`src/rtl/steer_en_gen2_if.sv`:
```
// steer_en_gen2_if: load-cell sample bus and steering-enable status outputs
// of the steering-enable controller. The master drives samples and the slave
// (the controller) drives the status outputs.
interface steer_en_gen2_if #(
    parameter int unsigned LC_W = 12
);
    logic [LC_W-1:0] lft_ld;
    logic [LC_W-1:0] rght_ld;
    logic            ld_vld;
    logic            en_steer;
    logic            rider_off;
    logic [1:0]      state_o;

    modport master (
        output lft_ld, rght_ld, ld_vld,
        input  en_steer, rider_off, state_o
    );

    modport slave (
        input  lft_ld, rght_ld, ld_vld,
        output en_steer, rider_off, state_o
    );
endinterface

```
`src/rtl/steer_en_gen2.sv`:
```
// steer_en_gen2: second-generation steering-enable controller.
// Captures left/right load-cell samples and derives the rider weight and the
// imbalance. It also owns the stabilise timer and runs the
// INITIAL/STABILIZE/STEERING_EN state machine.
// Optional build macro STEER_OFF_DEB_EN: debounces the step-off condition
// over OFF_DEB_SMPLS consecutive samples while in STEERING_EN.
module steer_en_gen2 #(
    parameter int unsigned     LC_W          = 12,
    parameter logic [LC_W-1:0] MIN_RIDER_WT  = 12'h200,
    parameter logic [LC_W-1:0] WT_HYST       = 12'h040,
    parameter int unsigned     TMR_W         = 26,
    parameter logic [TMR_W-1:0] TMR_FULL_CNT = 26'd65_000_000,
    parameter int unsigned     OFF_DEB_SMPLS = 4
) (
    input logic             clk,
    input logic             rst_n,
    steer_en_gen2_if.slave  sif
);

    typedef enum logic [1:0] {
        ST_INITIAL     = 2'b00,
        ST_STABILIZE   = 2'b01,
        ST_STEERING_EN = 2'b10
    } state_t;

    localparam logic [LC_W:0] SUM_HI = {1'b0, MIN_RIDER_WT} + {1'b0, WT_HYST};
    localparam logic [LC_W:0] SUM_LO = {1'b0, MIN_RIDER_WT} - {1'b0, WT_HYST};

    // Out-of-range debounce lengths leave an empty marker block in the hierarchy.
    if (OFF_DEB_SMPLS < 1 || OFF_DEB_SMPLS > 15) begin : g_off_deb_smpls_out_of_range
    end

    state_t          state_q;
    state_t          state_nxt;
    logic [LC_W-1:0] lft_q;
    logic [LC_W-1:0] rght_q;
    logic [TMR_W-1:0] tmr_q;
    logic [TMR_W-1:0] tmr_nxt;

    logic [LC_W:0]   sum;
    logic [LC_W-1:0] diff;
    logic [LC_W+1:0] diff_x4;
    logic [LC_W+4:0] diff_x16;
    logic [LC_W+4:0] sum_x15;
    logic            sum_gt_min;
    logic            sum_lt_min;
    logic            diff_gt_1_4;
    logic            diff_gt_15_16;
    logic            tmr_full;
    logic            step_off;

    // Sample registers: load on the strobe, hold otherwise.
    always_ff @(posedge clk or negedge rst_n) begin
        if (!rst_n) begin
            lft_q  <= '0;
            rght_q <= '0;
        end else if (sif.ld_vld) begin
            lft_q  <= sif.lft_ld;
            rght_q <= sif.rght_ld;
        end
    end

    // Weight sum, imbalance magnitude and the threshold/ratio flags.
    always_comb begin
        sum           = {1'b0, lft_q} + {1'b0, rght_q};
        diff          = (lft_q >= rght_q) ? (lft_q - rght_q) : (rght_q - lft_q);
        diff_x4       = {diff, 2'b00};
        diff_x16      = {1'b0, diff, 4'b0000};
        sum_x15       = {sum, 4'b0000} - {4'b0000, sum};
        sum_gt_min    = (sum > SUM_HI);
        sum_lt_min    = (sum < SUM_LO);
        diff_gt_1_4   = (diff_x4 > {1'b0, sum});
        diff_gt_15_16 = (diff_x16 > sum_x15);
        tmr_full      = (tmr_q == TMR_FULL_CNT);
    end

`ifdef STEER_OFF_DEB_EN
    localparam logic [3:0] DEB_LIM = 4'(OFF_DEB_SMPLS);

    logic       vld_q;
    logic [3:0] deb_cnt_q;

    // The flag reflects the captured sample one cycle after the strobe, so the
    // strobe is delayed to line up with the sample registers.
    always_ff @(posedge clk or negedge rst_n) begin
        if (!rst_n) begin
            vld_q <= 1'b0;
        end else begin
            vld_q <= sif.ld_vld;
        end
    end

    // Consecutive step-off sample counter, live only in STEERING_EN.
    always_ff @(posedge clk or negedge rst_n) begin
        if (!rst_n) begin
            deb_cnt_q <= '0;
        end else if (state_q != ST_STEERING_EN) begin
            deb_cnt_q <= '0;
        end else if (vld_q) begin
            if (!diff_gt_15_16) begin
                deb_cnt_q <= '0;
            end else if (deb_cnt_q != 4'hF) begin
                deb_cnt_q <= deb_cnt_q + 4'd1;
            end
        end
    end

    always_comb begin
        step_off = (deb_cnt_q >= DEB_LIM);
    end
`else
    always_comb begin
        step_off = diff_gt_15_16;
    end
`endif

    // State and stabilise-timer registers.
    always_ff @(posedge clk or negedge rst_n) begin
        if (!rst_n) begin
            state_q <= ST_INITIAL;
            tmr_q   <= '0;
        end else begin
            state_q <= state_nxt;
            tmr_q   <= tmr_nxt;
        end
    end

    // Next-state and timer decode; the timer only runs while staying in STABILIZE.
    always_comb begin
        state_nxt = state_q;
        tmr_nxt   = '0;
        unique case (state_q)
            ST_INITIAL: begin
                if (sum_gt_min) begin
                    state_nxt = ST_STABILIZE;
                end
            end
            ST_STABILIZE: begin
                if (sum_lt_min) begin
                    state_nxt = ST_INITIAL;
                end else if (diff_gt_1_4) begin
                    tmr_nxt = '0;
                end else if (tmr_full) begin
                    state_nxt = ST_STEERING_EN;
                end else begin
                    tmr_nxt = tmr_q + TMR_W'(1);
                end
            end
            ST_STEERING_EN: begin
                if (sum_lt_min) begin
                    state_nxt = ST_INITIAL;
                end else if (step_off) begin
                    state_nxt = ST_STABILIZE;
                end
            end
            default: begin
                state_nxt = ST_INITIAL;
            end
        endcase
    end

    // Moore outputs decoded from the registered state.
    always_comb begin
        sif.en_steer  = (state_q == ST_STEERING_EN);
        sif.rider_off = (state_q == ST_INITIAL);
        sif.state_o   = state_q;
    end

endmodule
```
`src/flat_wrapper.sv`:
```
// flat-port wrapper written by rule: the top's interface ports become plain ports
module steer_en_gen2_flat 
#(
    parameter int unsigned     LC_W          = 12,
    parameter logic [LC_W-1:0] MIN_RIDER_WT  = 12'h200,
    parameter logic [LC_W-1:0] WT_HYST       = 12'h040,
    parameter int unsigned     TMR_W         = 26,
    parameter logic [TMR_W-1:0] TMR_FULL_CNT = 26'd65_000_000,
    parameter int unsigned     OFF_DEB_SMPLS = 4
)
  (clk, rst_n, sif_lft_ld, sif_rght_ld, sif_ld_vld, sif_en_steer, sif_rider_off, sif_state_o);
  steer_en_gen2_if #(.LC_W(LC_W)) sif_i ();
  input logic clk;
  input logic rst_n;
  input wire logic [$bits(sif_i.lft_ld)-1:0] sif_lft_ld;
  input wire logic [$bits(sif_i.rght_ld)-1:0] sif_rght_ld;
  input wire logic [$bits(sif_i.ld_vld)-1:0] sif_ld_vld;
  output wire logic [$bits(sif_i.en_steer)-1:0] sif_en_steer;
  output wire logic [$bits(sif_i.rider_off)-1:0] sif_rider_off;
  output wire logic [$bits(sif_i.state_o)-1:0] sif_state_o;
  assign sif_i.lft_ld = sif_lft_ld;
  assign sif_i.rght_ld = sif_rght_ld;
  assign sif_i.ld_vld = sif_ld_vld;
  assign sif_en_steer = sif_i.en_steer;
  assign sif_rider_off = sif_i.rider_off;
  assign sif_state_o = sif_i.state_o;
  steer_en_gen2 #(.LC_W(LC_W), .MIN_RIDER_WT(MIN_RIDER_WT), .WT_HYST(WT_HYST), .TMR_W(TMR_W), .TMR_FULL_CNT(TMR_FULL_CNT), .OFF_DEB_SMPLS(OFF_DEB_SMPLS)) u_core (.clk(clk), .rst_n(rst_n), .sif(sif_i));
endmodule
```
`config.mk`:
```
export PLATFORM = sky130hd
export DESIGN_NAME = steer_en_gen2_flat
export DESIGN_NICKNAME = d
export VERILOG_FILES = /design/src/rtl/steer_en_gen2_if.sv /design/src/rtl/steer_en_gen2.sv /design/src/flat_wrapper.sv
export SDC_FILE = /design/constraint.sdc
export NUM_CORES = 1
export LEC_CHECK = 0
export CAP_MARGIN = 5
export CORE_MARGIN = 2
export CORE_UTILIZATION = 30
export DETAILED_ROUTE_END_ITERATION = 8
export PLACE_DENSITY = 0.52
export SYNTH_ARGS = -nofsm -noshare
export SYNTH_HDL_FRONTEND = slang
export SYNTH_SLANG_ARGS = --single-unit
```
`constraint.sdc`:
```
create_clock -name clk -period 18.3 [get_ports clk]
set_clock_uncertainty 0.2 [all_clocks]
set_input_delay 1.83 -clock clk [delete_from_list [all_inputs] [get_ports clk]]
set_output_delay 1.83 -clock clk [all_outputs]
set_load 0.1 [all_outputs]
```
=== Word level (Yosys, flattened, before mapping) ===
Index checks and enable logic that the tools add are counted.

* Add/subtract/negate cells: 5
* Order comparisons: 5
* Equality and inequality tests: 7
* Multiplexer cells: 12
* Reductions and logical operators: 2

{| class="wikitable"
|+ Operator list
! kind !! number
|-
| $mux 26 || 4
|-
| $add 26x1->26 const B || 1
|-
| $eq 26x26->1 const B || 1
|-
| $sub 12x12->12 || 2
|-
| $gt 16x17->1 || 1
|-
| $sub 17x13->17 || 1
|-
| $gt 14x13->1 || 1
|-
| $add 12x12->13 || 1
|-
| $gt 13x10->1 const B || 1
|-
| $lt 13x9->1 const B || 1
|-
| $ge 12x12->1 || 1
|-
| $mux 12 || 1
|-
| $mux 2 || 6
|-
| $ne 3x1->1 const B || 2
|-
| $pmux 2 s3 || 1
|-
| $reduce_and 4->1 || 1
|-
| $ne 3x2->1 const B || 1
|-
| $eq 2x1->1 const B || 1
|-
| $eq 2x2->1 const B || 1
|-
| $logic_not 2->1 || 1
|-
| $ne 2x1->1 const B || 1
|}

* Register bits after elaboration: 52
* Logic and storage cells: 35

=== Depth between registers and ports, before layout ===
Gate-level depths: netlist of run 1.

* Depth after elaboration: 6
* Gate-level depth with buffers: 28
* Mapped depth without buffers: 27

=== Worst setup path after synthesis of run 1 ===
Ideal clock, no wire load.

* Path type: register -> register
* Start: register u_core.rght_q[1]
* End: register u_core.state_q[0] (netlist: u_core.sif.state_o[0])
* Library setup time: 0.095 ns
* Data arrival time: 5.487 ns
* Slack: 12.518 ns
* Cell stages (with the launch flop): 26
* Period minus slack after synthesis: 5.782 ns
* Cell sequence: dfrtp_1 > inv_1 > ha_1 > nor2b_1 > o311ai_2 > a32o_1 > or2_2 > buf_2 > ha_1 > a31o_2 > a311o_1 > and2_4 > a31o_2 > a211oi_2 > xor2_1 > ha_1 > nand3_1 > nor4_1 > nand3b_1 > nor4_1 > a211o_1 > o22ai_1 > a311oi_1 > a32o_1 > o21ai_0 > o31ai_1

* Word-level cells in the longest chain between the ends: 5

{| class="wikitable"
|+ RTL lines
! item !! line !! text
|-
| start: declaration || steer_en_gen2.sv:36 || <nowiki>logic [LC_W-1:0] rght_q;</nowiki>
|-
| start signal: assignment || steer_en_gen2.sv:59 || <nowiki>rght_q <= sif.rght_ld;</nowiki>
|-
| $add 12x12->13 (tied with other cells) || steer_en_gen2.sv:65 || <nowiki>sum = {1'b0, lft_q} + {1'b0, rght_q};</nowiki>
|-
| $sub 17x13->17 / $mux 12 (equally long branches) || steer_en_gen2.sv:69, steer_en_gen2.sv:66 ||
|-
| $gt 16x17->1 / $gt 14x13->1 (equally long branches) || steer_en_gen2.sv:73, steer_en_gen2.sv:72 ||
|-
| $ne 3x1->1 (no source line) / $ne 3x2->1 (equally long branches) || -- ||
|-
| $reduce_and 4->1 (no source line) || -- ||
|-
| end signal: assignment || steer_en_gen2.sv:123 || <nowiki>state_q <= state_nxt;</nowiki>
|-
| end: declaration || steer_en_gen2.sv:33 || <nowiki>state_t state_q;</nowiki>
|}

Parallel ways exist; a longest one is shown, timed or not.
A chain may end at the register's enable or synchronous reset.

=== Final worst setup path of run 1 ===
Ends and elaborated chain as after synthesis.

==> results.py, run 1 <==
metrics = {
    "die": {
        "dieArea_sq_um": 20500,
        "fp-row-count": 50,
        "start_util": 0.309,
        "num_io_pins": 31,
        "core_sq_um": 18800,
        "die-height_um": 143,
        "die_w_um": 143,
    },
    "sta": {
        "setup_viol_count_final": 0,
        "fin_crit_ns": 6.64,
        "tns_ns": 0,
        "worst_pin_slew_ns": 1.03,
        "slew_headroom": 0.306,
        "fin_crit_sh": 0.363,
        "hold_viol": 0,
        "rsz0062_at_grt": "false",
        "fin_ws_ns": 11.66,
        "slew_violations": 0,
        "timing.fmax_ghz": 0.151,
    },
    "clock_tree": {
        "htreeDepth": 2,
        "clk_pin_slew_ns": 0.08,
        "clockBufferDepth": 2,
        "post_cts_buffers": 0,
        "cts_tree": "yes",
        "clockRootBuffer": "clkbuf_16",
        "worstSkewPairLatency_ns": 0.30,
        "cts.hold.buffers_added": 0,
        "cts.sinks": 52,
        "cts_resized": 0,
        "numCtsBuffers": 5,
    },
    "logic_synthesis": {
        "syn_area_sq_um": 5810,
        "yosysMostFrequentCell": "ha_1",
        "synth.top_cell.area_share": 0.224,
        "synth.area.top_cells": "dfrtp_1 22%, ha_1 14%, xnor2_1 5.0%",
        "yosys_warnings": 0,
        "synth_fp_nets": 795,
        "netlist_instances": 700,
        "synth_largest_area_cell": "dfrtp_1",
        "synth_edf_count": 0,
        "ys.flop_type": "dfrtp_1",
        "yosysUniqueCellTypes": 88,
        "ys_ff_latch": 52,
        "synthTopCellsByCount": "65 x ha_1, 52 x dfrtp_1, 51 x nor2_1",
        "syn_avg_cell_area_sq_um": 8.31,
        "yosysSeqAreaShare": 0.224,
        "async_reset_ff_frac": 1.00,
    },
    "placement": {
        "pre_cts_slack_ns": 11.70,
        "dp.final_hpwl_mm": 11.7,
        "gp_congestion": 0.853,
        "port_buffers": 30,
    },
    "pwr": {
        "p_per_area_nw_per_um2": 112,
        "combPwrFrac": 0.687,
        "irDropWorstVdd_mv": 0.0366,
        "power.leakage_nw": 2.79,
        "p_switching_w": 0.000347,
        "p_sw_frac": 0.479,
        "p_int_w": 0.000378,
        "power_frac_seq": 0.176,
        "p_clk_frac": 0.138,
        "total_power_w": 0.000725,
    },
    "setup_path": {
        "cp.arrival_ns": 6.65,
        "cp_max_fo": 6,
        "cp-end-kind": "flip-flop",
        "required_ns": 18.31,
        "worst-setup-path-type": "flip-flop to flip-flop",
        "cp_common_cell": "nor4_1",
        "start_kind": "flip-flop",
        "cpMaxStageDelayCell": "o211ai_1",
        "crit_path_max_incr_delay_ns": 0.57,
    },
    "cells_and_area": {
        "final_nets": 812,
        "drive_above_1_share": 0.0808,
        "areaGrowthSynthToFinish_pct": 11.6,
        "antennaDiodeCount": 0,
    },
    "global_route": {
        "gr-total-overflow": 0,
        "grt_max_degree": 53,
        "grt_pass1_wl_mm": 24.9,
        "antenna_found_initial": 0,
        "first_global_vias": 4875,
        "gr-usage-all-layers": 0.150,
    },
    "drt": {
        "drc_errors": 0,
        "dr.first_iter.drc_count": 367,
        "wl_per_cell_um": 15.0,
        "routed_wl_mm": 14.7,
        "dr.pass1.iters": 5,
        "postRouteAntennaNets": 0,
        "via_count": 5060,
        "drt-vias-per-instance": 5.17,
    },
    "status": {
        "status": "completed",
    },
    "job": {
        "cap_violations": 0,
    },
    "min_path": {
        "hold_class": "flip-flop to flip-flop",
    },
}
## cell families (layout without fill, tap and decap cells)
kind of cell | Yosys count | count (layout) | synth area share
mux | 8 | 8 | 0.0146
compound gates | 187 | 187 | 0.229
buf+inv | 73 | 91 | 0.0529
xor+xnor | 58 | 58 | 0.0923
simple gates | 251 | 251 | 0.232
fa+ha+maj | 71 | 71 | 0.156
flops | 52 | 52 | 0.224
## cell type report
| class | instances | area [sq um] |
|---|---|---|
| Fill cell | 2004 | 12300 |
| Tap cell | 260 | 325 |
| Multi-Input combinational cell | 575 | 4210 |
| Clock buffer | 5 | 125 |
| Timing Repair Buffer | 33 | 318 |
| Sequential cell | 52 | 1300 |
| Clock inverter | 3 | 27.5 |
| Inverter | 50 | 188 |
## path summary, 6_finish.rpt
check                                      start                    end  slack (ns)  cells after the start
worst max-delay path            u_core.rght_q[1]  u_core.sif.state_o[0]       11.66                     26
worst min-delay path             u_core.tmr_q[0]        u_core.tmr_q[0]        0.31                      1
worst max register to register  u_core.rght_q[1]  u_core.sif.state_o[0]       11.66                     26
worst min register to register   u_core.tmr_q[0]        u_core.tmr_q[0]        0.31                      1
max in group asynchronous                  rst_n       u_core.tmr_q[17]       16.00                      2
min in group asynchronous                  rst_n       u_core.rght_q[1]        1.43                      2
## per-stage QoR
step	cells	area, sq um	util	hold slack (ns)
after floorplan	700	5810	-	0.265
after global placement	970	6340	0.337	0.298
after detailed placement	970	6340	0.337	0.301
after CTS	978	6490	0.345	0.313
after global routing	978	6490	0.345	0.344
final	978	6490	0.345	0.306
## worst max-delay path: cells and delay by family (launching register included)
family          cells  cell delay, ns
simple gates        7            1.18
compound gates     13            3.27
fa+ha+maj           3            1.07
flops               1            0.42
xor+xnor            1            0.09
buf+inv             2            0.30
## sequential cells by signal, indices dropped and copies added, names as in the netlist
name / flops
u_core.tmr_q: 26
u_core.sif.state_o: 2
u_core.rght_q: 12
u_core.lft_q: 12
## power groups by stage
stage | clock (W) | sequential (W) | combinational (W)
6_report | 0.0000998 | 0.000127 | 0.000498
5_1_grt | 0.000108 | 0.000129 | 0.000557
4_1_cts | 0.000104 | 0.000128 | 0.000497
3_5_place_dp | 0 | 0.000130 | 0.000493
3_3_place_gp | 0 | 0.000130 | 0.000495
2_1_floorplan | 0 | 0.000132 | 0.000385
## layer usage
layer  vias up  part of all wire  GRT usage
met3        15             0.032     0.0137
met1      2341              0.52      0.218
met2       108              0.43      0.238
met5         -                 0          0
met4         0             0.015     0.0366
li1       2596                 -          -
## cell usage in the layout (no fill, tap or decap), drive strengths merged, types with 4 or more instances in the layout
cell / n
ha: 65
nor2: 60
dfrtp: 52
inv: 49
o21ai: 49
nand2: 47
xnor2: 35
nand3: 32
a21oi: 30
clkdlybuf4s50: 29
xor2: 22
nor3: 22
a21o: 18
nand4: 14
and3: 13
and2: 11
nor2b: 10
a211oi: 9
nor4: 8
a31oi: 7
o21a: 7
nand2b: 6
or2: 6
a221oi: 6
o41ai: 6
o31ai: 6
o21bai: 5
a31o: 5
and4: 5
clkbuf: 5
o211ai: 5
a221o: 4
mux2: 4
mux2i: 4
or3: 4
buf: 4
Note: power is estimated with default switching activity, not from simulation.
==> inputs of run 2 (changes only) <==
clock period = 6.65 ns   (was 18.3 ns; I/O delays follow)
==> results.py, run 2 (synthesized netlist as in run 1, its figures left out) <==
metrics = {
    "cells_and_area": {
        "final_cell_mix": "64 x ha_1, 52 x dfrtp_1, 51 x nor2_1",
        "areaGrowthSynthToFinish_pct": 13.6,
        "n_fill_cell": 1989,
        "top_regs": "u_core.tmr_q (26), u_core.lft_q (12), u_core.rght_q (12)",
        "multi_input_area_sq_um": 4220,
        "final_common_cell": "ha_1",
        "top_register": "u_core.tmr_q",
        "largest_reg_flops": 26,
        "final_nets": 825,
        "regArea_sq_um": 1300,
        "final_core_util": 0.351,
        "antennaDiodeCount": 0,
        "drive_above_1_share": 0.103,
    },
    "setup_path": {
        "cp.arrival_ns": 6.25,
        "cp_max_fo": 5,
        "r2r_end": "u_core.sif.state_o[0]",
        "rrSetupSlack_ns": 0.42,
        "worst-setup-path-type": "flip-flop to flip-flop",
        "start_kind": "flip-flop",
        "required_ns": 6.67,
        "rr_worst_depth": 26,
        "timing.rr.start": "u_core.rght_q[1]",
        "cp-end-kind": "flip-flop",
    },
    "sta": {
        "fin_crit_sh": 0.937,
        "hold_ws_ns": 0.264,
        "timing.fmax_ghz": 0.160,
        "hold_viol": 0,
        "worst_pin_slew_ns": 0.980,
        "tns_ns": 0,
        "fin_crit_ns": 6.23,
        "slew_violations": 0,
        "setup_viol_count_final": 0,
        "rsz0062_at_grt": "false",
        "slew_headroom": 0.345,
        "fin_ws_ns": 0.418,
    },
    "clock_tree": {
        "numCtsBuffers": 5,
        "cts_tree": "yes",
        "clk_pin_slew_ns": 0.08,
        "cts.sinks": 52,
        "htreeDepth": 2,
        "worstSkewPairLatency_ns": 0.30,
        "cts.hold.buffers_added": 0,
        "clockRootBuffer": "clkbuf_16",
        "clockBufferDepth": 2,
    },
    "global_route": {
        "gr-total-overflow": 0,
        "busiest_layer": "met2",
        "grt_max_degree": 53,
        "grt_pass1_wl_mm": 25.5,
        "use_met2": 0.238,
        "antenna_found_initial": 0,
        "gr-usage-met3": 0.0131,
        "gr-usage-all-layers": 0.154,
        "use_met1": 0.232,
        "first_global_vias": 5009,
    },
    "drt": {
        "drc_errors": 0,
        "postRouteAntennaNets": 0,
        "drt-vias-per-instance": 5.26,
        "routed_wl_mm": 15.2,
        "wl_per_cell_um": 15.4,
        "via_count": 5213,
        "dr.first_iter.drc_count": 367,
        "dr.pass1.iters": 5,
    },
    "job": {
        "cap_violations": 0,
    },
    "die": {
        "fp-row-count": 50,
        "dieArea_sq_um": 20500,
        "die-height_um": 143,
        "num_io_pins": 31,
        "start_util": 0.309,
        "core_sq_um": 18800,
        "die_w_um": 143,
    },
    "pwr": {
        "p_per_area_nw_per_um2": 310,
        "combPwrFrac": 0.692,
        "p_clk_frac": 0.136,
        "irDropWorstVdd_mv": 0.113,
        "p_switching_w": 0.000978,
        "power_frac_seq": 0.172,
        "p_int_w": 0.00107,
        "p_sw_frac": 0.478,
        "power.leakage_nw": 2.86,
    },
    "placement": {
        "port_buffers": 30,
        "pre_cts_slack_ns": 0.395,
        "gp_congestion": 0.883,
        "dp.final_hpwl_mm": 12.2,
    },
    "status": {
        "status": "completed",
    },
    "min_path": {
        "hold_class": "input port to async pin",
    },
}
[run 2: repair_timing]
| action | in CTS | in global routing |
|---|---|---|
| setup endpoints to repair | 0 | 1 |
| buffers inserted | 0 | 0 |
| resized for setup | 0 | 4 |
[run 2: cell type report]
cell class	count	area share
multi-input combinational	575	0.639
sequential	52	0.197
timing repair buffer	46	0.0629
tap	260	0.0493
inverter	50	0.0284
clock buffer	5	0.0190
clock inverter	3	0.00417
[run 2: stage by stage]
step	total power (W)	cell area, sq um	std cells
after floorplan	0.00142	5810	700
after global placement	0.00176	6430	983
after detailed placement	0.00175	6430	983
after CTS	0.00204	6590	991
after global routing	0.00223	6600	991
final	0.00204	6600	991
[run 2: how the worst max path moves through the flow]
stage / startpoint / end / depth (start not counted)
5_1_grt: u_core.rght_q[1] / u_core.sif.state_o[0] / 26
3_5_place_dp: u_core.rght_q[1] / u_core.sif.state_o[0] / 24
6_report: u_core.rght_q[1] / u_core.sif.state_o[0] / 26
2_1_floorplan: u_core.rght_q[1] / u_core.sif.state_o[0] / 25
3_3_place_gp: u_core.rght_q[1] / u_core.sif.state_o[0] / 24
4_1_cts: u_core.rght_q[1] / u_core.sif.state_o[0] / 24
[run 2: per-layer routing]
metal	vias up	share of wire
met5	-	0
met4	0	0.015
met3	15	0.037
met2	134	0.43
met1	2463	0.52
li1	2601	-
[run 2: power groups by stage]
stage	logic, W	clock network, W	registers (W)
detailed placement	0.00139	0	0.000358
global placement	0.00140	0	0.000357
finish	0.00142	0.000278	0.000351
floorplan	0.00106	0	0.000363
CTS	0.00140	0.000285	0.000351
global route	0.00158	0.000295	0.000354
[run 2: critical path: stages (launching register included)]
cell and delay, ns:
dfrtp_1 0.43, inv_1 0.14, fa_1 0.47, o21bai_1 0.26
a211o_1 0.19, nand2_1 0.08, o211ai_1 0.25, inv_1 0.11
ha_1 0.28, a221oi_1 0.31, nor4_1 0.14, a311o_1 0.31
and2_4 0.19, a31o_2 0.27, a211oi_2 0.24, xor2_1 0.11
ha_1 0.30, nand3_1 0.13, nor4_2 0.33, nand3b_1 0.14
nor4_1 0.19, a211o_1 0.14, o22ai_1 0.12, a311oi_1 0.34
a32o_1 0.23, o21ai_0 0.08, o31ai_1 0.19
==> inputs of run 3 (changes only) <==
CORE_UTILIZATION = 40   (was 30)
PLACE_DENSITY = 0.59   (was 0.52)
==> results.py, run 3 (synthesized netlist as in run 1, its figures left out) <==
metrics = {
    "setup_path": {
        "cp_max_fo": 12,
        "required_ns": 6.65,
        "rr_worst_depth": 24,
        "timing.rr.start": "u_core.rght_q[3]",
        "rrSetupSlack_ns": 0.50,
        "cp.arrival_ns": 6.15,
        "start_kind": "flip-flop",
        "cp-end-kind": "flip-flop",
        "worst-setup-path-type": "flip-flop to flip-flop",
        "crit_end": "u_core.sif.state_o[0]",
        "r2r_end": "u_core.sif.state_o[0]",
        "crit_start": "u_core.rght_q[3]",
    },
    "clock_tree": {
        "cts_tree": "yes",
        "cts.hold.buffers_added": 0,
        "numCtsBuffers": 5,
        "cts.sinks": 52,
        "htreeDepth": 2,
        "worstSkewPairLatency_ns": 0.30,
        "clockBufferDepth": 2,
        "clk_pin_slew_ns": 0.07,
        "clockRootBuffer": "clkbuf_16",
    },
    "cells_and_area": {
        "final_cell_mix": "63 x ha_1, 51 x nor2_1, 51 x dfrtp_1",
        "top_register": "u_core.tmr_q",
        "antennaDiodeCount": 0,
        "n_fill_cell": 1374,
        "regArea_sq_um": 1300,
        "largest_reg_flops": 26,
        "drive_above_1_share": 0.110,
        "final_nets": 823,
        "top_regs": "u_core.tmr_q (26), u_core.lft_q (12), u_core.rght_q (12)",
        "areaGrowthSynthToFinish_pct": 12.8,
        "final_common_cell": "ha_1",
        "multi_input_area_sq_um": 4270,
    },
    "pwr": {
        "irDropWorstVdd_mv": 0.136,
        "power.leakage_nw": 2.87,
        "total_power_w": 0.00209,
        "p_per_area_nw_per_um2": 318,
    },
    "die": {
        "die-height_um": 125,
        "dieArea_sq_um": 15500,
        "die_w_um": 125,
        "num_io_pins": 31,
        "core_sq_um": 14400,
        "fp-row-count": 44,
        "start_util": 0.405,
    },
    "sta": {
        "timing.fmax_ghz": 0.163,
        "fin_crit_ns": 6.15,
        "hold_viol": 0,
        "setup_viol_count_final": 0,
        "slew_headroom": 0.348,
        "fin_crit_sh": 0.925,
        "rsz0062_at_grt": "false",
        "worst_pin_slew_ns": 0.974,
        "slew_violations": 0,
        "tns_ns": 0,
    },
    "drt": {
        "routed_wl_mm": 15.2,
        "wl_per_cell_um": 16.7,
        "drt-vias-per-instance": 5.78,
        "postRouteAntennaNets": 0,
        "dr.first_iter.drc_count": 337,
        "drc_errors": 0,
        "dr.pass1.iters": 6,
        "via_count": 5273,
    },
    "global_route": {
        "grt_max_degree": 53,
        "gr-total-overflow": 0,
        "gr-usage-all-layers": 0.196,
        "first_global_vias": 5063,
        "antenna_found_initial": 0,
        "grt_pass1_wl_mm": 25.3,
    },
    "job": {
        "cap_violations": 0,
    },
    "placement": {
        "port_buffers": 30,
        "dp.final_hpwl_mm": 12.2,
        "gp_congestion": 0.885,
    },
    "status": {
        "status": "completed",
    },
    "min_path": {
        "hold_class": "input port to async pin",
    },
}
-- run 3: cell count changes in the layout (fill, tap and decap cells not counted), sizes merged --
cell	change
bufinv	+1
clkinvlp	-1
buf	-2
-- run 3: routing by layer --
| metal | part of all wire | wire [um] | GRT usage |
|---|---|---|---|
| met1 | 0.49 | 7510 | 0.283 |
| met2 | 0.45 | 6810 | 0.312 |
| met3 | 0.038 | 586 | 0.0206 |
| met4 | 0.021 | 313 | 0.0555 |
| met5 | 0 | 0 | 0 |
-- run 3: worst max-delay path, cell delays in order (launching register included) --
cell,delay [ns]
dfrtp_1,0.37
inv_1,0.07
ha_1,0.46
nor2_2,0.28
o311ai_4,0.19
a32o_1,0.27
or2_2,0.38
ha_1,0.35
a31o_2,0.22
a311o_1,0.34
and2_4,0.19
a31o_2,0.26
a211oi_2,0.24
xor2_1,0.10
ha_1,0.30
nand3_1,0.11
nor4_2,0.28
nand3b_1,0.15
nor4_2,0.17
a211o_1,0.13
o22ai_1,0.14
a311oi_2,0.31
a32o_1,0.22
o21ai_0,0.08
o31ai_1,0.23
-- run 3: worst min path at each step --
| stage | startpoint | slack, ns | depth (start not counted) | to |
|---|---|---|---|---|
| global route | rst_n | 0.34 | 2 | u_core.rght_q[4] |
| floorplan | rst_n | 0.17 | 0 | u_core.lft_q[0] |
| finish | rst_n | 0.27 | 2 | u_core.lft_q[3] |
| detailed placement | u_core.tmr_q[0] | 0.30 | 1 | u_core.tmr_q[0] |
| global placement | u_core.tmr_q[0] | 0.30 | 1 | u_core.tmr_q[0] |
| CTS | rst_n | 0.29 | 2 | u_core.lft_q[3] |
-- run 3: repair_timing --
| action | CTS | global route |
|---|---|---|
| setup buffers | 0 | 0 |
| gates resized for setup | 0 | 13 |
| endpoints found under the setup margin | 0 | 1 |
-- run 3: report_power, final --
part	switching, W	total [W]	leakage (nW)	internal, W
clock network	0.000125	0.000305	0.0857	0.000180
registers	0.0000173	0.000352	0.676	0.000334
logic	0.000837	0.00143	2.11	0.000595
-- run 3: through the flow --
step	cell area, sq um	util	setup slack, ns	instances	hold WS [ns]
after global placement	6320	0.440	0.547	905	0.295
after floorplan	5810	-	0.868	700	0.169
after CTS	6500	0.452	0.244	913	0.294
final	6560	0.457	0.497	913	0.269
after detailed placement	6320	0.440	0.275	905	0.301
after global routing	6560	0.457	0.00770	913	0.336
-- run 3: area by class of cell --
type | count | area share
Clock buffer | 5 | 0.0191
Clock inverter | 3 | 0.00706
Inverter | 50 | 0.0286
Multi-Input combinational cell | 575 | 0.651
Sequential cell | 52 | 0.199
Tap cell | 184 | 0.0351
Timing Repair Buffer | 44 | 0.0610
